===== config.mk =====
export PLATFORM = sky130hd
export DESIGN_NAME = ast_packer
export DESIGN_NICKNAME = d
export VERILOG_FILES = /design/src/rtl/ast_packer.sv
export SDC_FILE = /design/constraint.sdc
export NUM_CORES = 1
export LEC_CHECK = 0
export CAP_MARGIN = 20
export CORE_MARGIN = 2
export CORE_UTILIZATION = 40
export DETAILED_ROUTE_END_ITERATION = 8
export HOLD_SLACK_MARGIN = 0.03
export PLACE_DENSITY_LB_ADDON = 0.12
export SYNTH_ARGS = -nofsm -noshare
export SYNTH_HDL_FRONTEND = slang
export SYNTH_SLANG_ARGS = --single-unit

===== constraint.sdc =====
create_clock -name clk_i -period 1.9 [get_ports clk_i]
set_input_delay 0.19 -clock clk_i [delete_from_list [all_inputs] [get_ports clk_i]]
set_output_delay 0.19 -clock clk_i [all_outputs]
set_load 0.02 [all_outputs]

===== src/rtl/ast_packer.sv =====
// Purpose: packs narrow Avalon-ST beats of one packet into wide words, first beat in the MS lane.
// Latency: one cycle from acceptance of the word-completing beat to ast_valid_o.
// Backpressure: ast_ready_o drops only while a word is held and the sink is stalled.
module ast_packer #(
  parameter int DATA_IN_W   = 64,
  parameter int DATA_OUT_W  = 256,
  parameter int EMPTY_IN_W  = $clog2(DATA_IN_W/8),
  parameter int EMPTY_OUT_W = $clog2(DATA_OUT_W/8),
  parameter int CHANNEL_W   = 10
) (
  input  logic                   clk_i,
  input  logic                   rst_ni,
  // sink side
  input  logic [DATA_IN_W-1:0]   ast_data_i,
  input  logic                   ast_startofpacket_i,
  input  logic                   ast_endofpacket_i,
  input  logic                   ast_valid_i,
  input  logic [EMPTY_IN_W-1:0]  ast_empty_i,
  input  logic [CHANNEL_W-1:0]   ast_channel_i,
  output logic                   ast_ready_o,
  // source side
  output logic [DATA_OUT_W-1:0]  ast_data_o,
  output logic                   ast_startofpacket_o,
  output logic                   ast_endofpacket_o,
  output logic                   ast_valid_o,
  output logic [EMPTY_OUT_W-1:0] ast_empty_o,
  output logic [CHANNEL_W-1:0]   ast_channel_o,
  input  logic                   ast_ready_i
);

  localparam int R        = DATA_OUT_W / DATA_IN_W;
  localparam int LANE_W   = $clog2(R);
  localparam int BYTES_IN = DATA_IN_W / 8;

  typedef enum logic {IDLE, ACCUM} state_t;

  state_t                 state;
  logic [LANE_W-1:0]      lane;
  logic [DATA_OUT_W-1:0]  acc;
  logic                   acc_sop;
  logic [CHANNEL_W-1:0]   chan_q;

  logic                   accept;
  logic                   take;
  logic                   emit;
  logic [LANE_W-1:0]      eff_lane;
  logic                   eff_sop;
  logic [CHANNEL_W-1:0]   eff_chan;
  logic [LANE_W-1:0]      lanes_left;
  logic [EMPTY_OUT_W-1:0] empty_calc;
  logic [DATA_OUT_W-1:0]  merged;

  // The output register can always refill in the cycle it drains.
  assign ast_ready_o = !(ast_valid_o && !ast_ready_i);
  assign accept      = ast_valid_i && ast_ready_o;

  // A beat is used only if it opens a packet or continues one; sop always restarts at lane 0.
  assign take     = accept && (ast_startofpacket_i || state == ACCUM);
  assign eff_lane = ast_startofpacket_i ? '0 : lane;
  assign eff_sop  = ast_startofpacket_i || acc_sop;
  assign eff_chan = ast_startofpacket_i ? ast_channel_i : chan_q;
  assign emit     = take && (ast_endofpacket_i || eff_lane == LANE_W'(R-1));

  // Empty bytes = whole unused lanes after the eop beat plus the beat's own empty count.
  assign lanes_left = LANE_W'(R-1) - eff_lane;
  assign empty_calc = EMPTY_OUT_W'(lanes_left) * EMPTY_OUT_W'(BYTES_IN)
                    + EMPTY_OUT_W'(ast_empty_i);

  // Keep lanes already collected, drop in the new beat, zero every lane after it.
  always_comb begin
    merged = '0;
    for (int l = 0; l < R; l++) begin
      if (LANE_W'(l) < eff_lane) begin
        merged[DATA_OUT_W-1-l*DATA_IN_W -: DATA_IN_W] = acc[DATA_OUT_W-1-l*DATA_IN_W -: DATA_IN_W];
      end else if (LANE_W'(l) == eff_lane) begin
        merged[DATA_OUT_W-1-l*DATA_IN_W -: DATA_IN_W] = ast_data_i;
      end
    end
  end

  // Packing FSM with registered source outputs.
  always_ff @(posedge clk_i or negedge rst_ni) begin
    if (!rst_ni) begin
      state               <= IDLE;
      lane                <= '0;
      acc                 <= '0;
      acc_sop             <= 1'b0;
      chan_q              <= '0;
      ast_valid_o         <= 1'b0;
      ast_data_o          <= '0;
      ast_startofpacket_o <= 1'b0;
      ast_endofpacket_o   <= 1'b0;
      ast_empty_o         <= '0;
      ast_channel_o       <= '0;
    end else begin
      if (take) begin
        acc <= merged;
        if (ast_startofpacket_i) begin
          chan_q <= ast_channel_i;
        end
        if (emit) begin
          lane    <= '0;
          acc_sop <= 1'b0;
          state   <= ast_endofpacket_i ? IDLE : ACCUM;
        end else begin
          lane    <= eff_lane + LANE_W'(1);
          acc_sop <= eff_sop;
          state   <= ACCUM;
        end
      end

      if (emit) begin
        ast_valid_o         <= 1'b1;
        ast_data_o          <= merged;
        ast_startofpacket_o <= eff_sop;
        ast_endofpacket_o   <= ast_endofpacket_i;
        ast_empty_o         <= ast_endofpacket_i ? empty_calc : '0;
        ast_channel_o       <= eff_chan;
      end else if (ast_ready_i) begin
        ast_valid_o <= 1'b0;
      end
    end
  end

endmodule


==> results by group <==
Route
  – Metal-1 WL: 26.2 mm
  – Routed wire length: 56.5 mm
  – Post-route DRC: 0
  – Drt pass-1 iters: 5
  – Wire length on met2: 27.3 mm
  – Top Layer Used: met4
  – Routed Antenna Nets: 0
  – Avg WL per Cell: 21.4 µm
  – Detailed Route Iter0 Violations: 601
  – Via Count: 13600
  – Metal3 WL: 1.95 mm
  – Vias/cell: 5.15

Clock tree
  – Clk_lat worst skew: 590 ps
  – TritonCTS buffer count: 53
  – Clk root buf: clkbuf_16
  – Clock slew at reported path FFs: 60 ps
  – CTS tree: yes
  – Clk buf depth: 3
  – CTS Sinks: 480
  – H-Tree Depth: 2

Cells and area
  – Area of the multi-input gates: 0.00888 mm²
  – Final Core Density: 55.3%
  – Final nets: 1999
  – Most frequent cells in the layout: 478 x dfrtp_1, 354 x clkdlybuf4s50_1, 284 x mux2_2, 196 x mux2_4, 69 x clkbuf_16
  – Synthesis-to-finish area growth: 37.4%
  – Layout fillers: 4292
  – Non-Filler Instances: 2646
  – Commonest non-fill, non-tap cell in the layout: dfrtp_1
  – Antenna diodes: 0
  – Share of post-route cells with drive strength above 1: 35.8%
  – Final instance area: 0.0290 mm²
  – Sequential cell area: 0.0120 mm²

Placed design
  – PortBufs: 357
  – GP Congestion: 0.756
  – Cell area after placement: 0.0262 mm²
  – Post-DP HPWL: 35.9 mm
  – Placed Cells: 2512
  – Worst slack, placed: -139 ps

Floorplanning
  – Core footprint: 0.0523 mm²
  – Die area: 0.0546 mm²
  – Die W: 234 µm
  – Initial Utilization: 40.3%
  – Die Y: 234 µm
  – Num ports: 358
  – Num rows: 84

Critical path
  – CP Launch Type: flip-flop
  – Critical path endpoint category: flip-flop
  – Crit path buf inv count: 3
  – Worst setup path class: flip-flop to flip-flop
  – CP top delay family: buffers and inverters
  – Worst EP arrival: 2420 ps
  – Crit-path cells: and3b_2 -> o2111ai_4 -> buf_12 -> buf_16 -> clkbuf_16 -> mux2_2
  – WP data required: 2370 ps
  – CP max stage delay: 480 ps
  – Max FO, Critical Path: 8
  – Reg-to-reg slack, setup: -50 ps
  – Worst path slowest cell: dfrtp_4

GRT
  – GRT Total Usage: 19.7%
  – Grt total ovfl: 0
  – Pin count of the biggest net entering global routing: 71
  – First-pass GRT wire length: 83.9 mm
  – Vias in the first global route: 14000
  – Initial antenna violation count: 0

STA
  – Clk_skew: 12.7 ps
  – Setup repair after global routing missed its margin: yes
  – Final hold violations: 0
  – Slew @ Worst Pin: 648 ps
  – Fmax: 512 MHz
  – Period utilisation layout: 103%
  – Final setup fails: 132
  – Fin worst setup slack: -53.6 ps
  – Fin. max-slew vios: 0
  – Tmin final: 1950 ps
  – Slew headroom: 56.8%

Status
  – Failing checks: setup timing
  – Run status: complete, but fails checks

Logic synthesis
  – Post-Syn Area: 0.0211 mm²
  – Post-synthesis sequential area ratio: 57.0%
  – Asr flop ratio synth: 100%
  – Syn_nets: 1573
  – Synth cell types: 29
  – Post-Synthesis Cells: 1490
  – Synth Flop Type: dfrtp_1
  – Yosys warns: 0
  – Yosys reg bits: 480
  – Syn Area/Cell: 14.2 µm²
  – EDFF count, synth: 0

Job
  – Max cap viols: 0

Min path
  – Worst min-delay path category: primary input to asynchronous set/reset pin

Power and ir drop
  – Total power: 34300 µW
  – Cell area power density: 1180 mW/mm²
  – VDD IR max: 0.734 mV
  – Pleak: 0.0133 µW
==> Yosys cell counts, types with 3 or more instances <==
library cell  instances  area, µm²
dfrtp_1             480      12000
mux2_2              380       4280
mux2_4              100       1500
a22o_1               67        587
nor2_1               67        251
a21oi_1              65        325
mux2i_1              65        651
nand2_1              65        244
nand3b_1             64        480
buf_2                51        255
clkbuf_1             45        169
buf_6                12        135
inv_1                 4       15.0
buf_4                 3       22.5
nand2b_1              3       18.8
==> what timing repair did <==
action | in CTS | in global routing
cloned | 0 | 16
resized for setup | 4 | 124
hold endpoints to repair | 308 | 0
endpoints found under the setup margin | 153 | 178
hold buffers | 1 | 0
pin swaps | 0 | 2
setup buffers | 1 | 19
==> worst paths after layout <==
path,startpoint,to,depth (start not counted)
worst min register to register,chan_q[0]$_DFFE_PN0P_,chan_q[0]$_DFFE_PN0P_,1
max in group asynchronous,rst_ni,ast_data_o[241]$_DFFE_PN0P_,3
worst max register to register,lane[0]$_DFFE_PN0P_,ast_data_o[112]$_DFFE_PN0P_,6
worst max-delay path,lane[0]$_DFFE_PN0P_,ast_data_o[112]$_DFFE_PN0P_,6
worst min-delay path,rst_ni,ast_data_o[67]$_DFFE_PN0P_,2
min in group clk_i,ast_empty_i[2],ast_empty_o[2]$_DFFE_PN0P_,2
==> registers in the layout (all words and copies together), names as in the netlist <==
name / count
acc: 192
acc_sop: 1
ast_channel_o: 10
ast_data_o: 256
ast_empty_o: 5
ast_endofpacket_o: 1
ast_startofpacket_o: 1
ast_valid_o: 1
chan_q: 10
lane: 2
state: 1
==> through the flow <==
stage / hold slack (ps) / setup TNS, ps
2_1_floorplan: -106 / 0
6_report: 132 / -2670
4_1_cts: 132 / -2670
3_3_place_gp: 177 / -25280
3_5_place_dp: 183 / -27850
5_1_grt: 166 / -10700
==> power by group <==
| group | leakage (µW) | internal, µW | total [µW] | switching (µW) |
|---|---|---|---|---|
| Clock | 0.000868 | 6210 | 10400 | 4180 |
| Combinational | 0.00614 | 5760 | 10600 | 4800 |
| Sequential | 0.00627 | 12200 | 13400 | 1140 |
| Total | 0.0133 | 24200 | 34300 | 10100 |
==> kinds of logic after synthesis <==
logic type	count (synthesis)	synth area share [%]
mux	545	30.5
flops	480	57.0
simple gates	209	5.08
compound gates	138	4.57
buf+inv	118	2.89
==> layer usage <==
layer / vias up / GRT usage (%)
li1: 6173 / -
met1: 7123 / 27.7
met2: 260 / 31.5
met3: 69 / 3.20
met4: 0 / 5.76
met5: - / 0
==> area by class of cell <==
type / count / share of cell area [%]
Multi-Input combinational cell: 892 / 30.7
Tap cell: 688 / 2.97
Inverter: 4 / 0.0518
Clock inverter: 13 / 0.505
Sequential cell: 480 / 41.5
Clock buffer: 84 / 5.58
Timing Repair Buffer: 485 / 18.7
(Power assumes the default switching activity.)
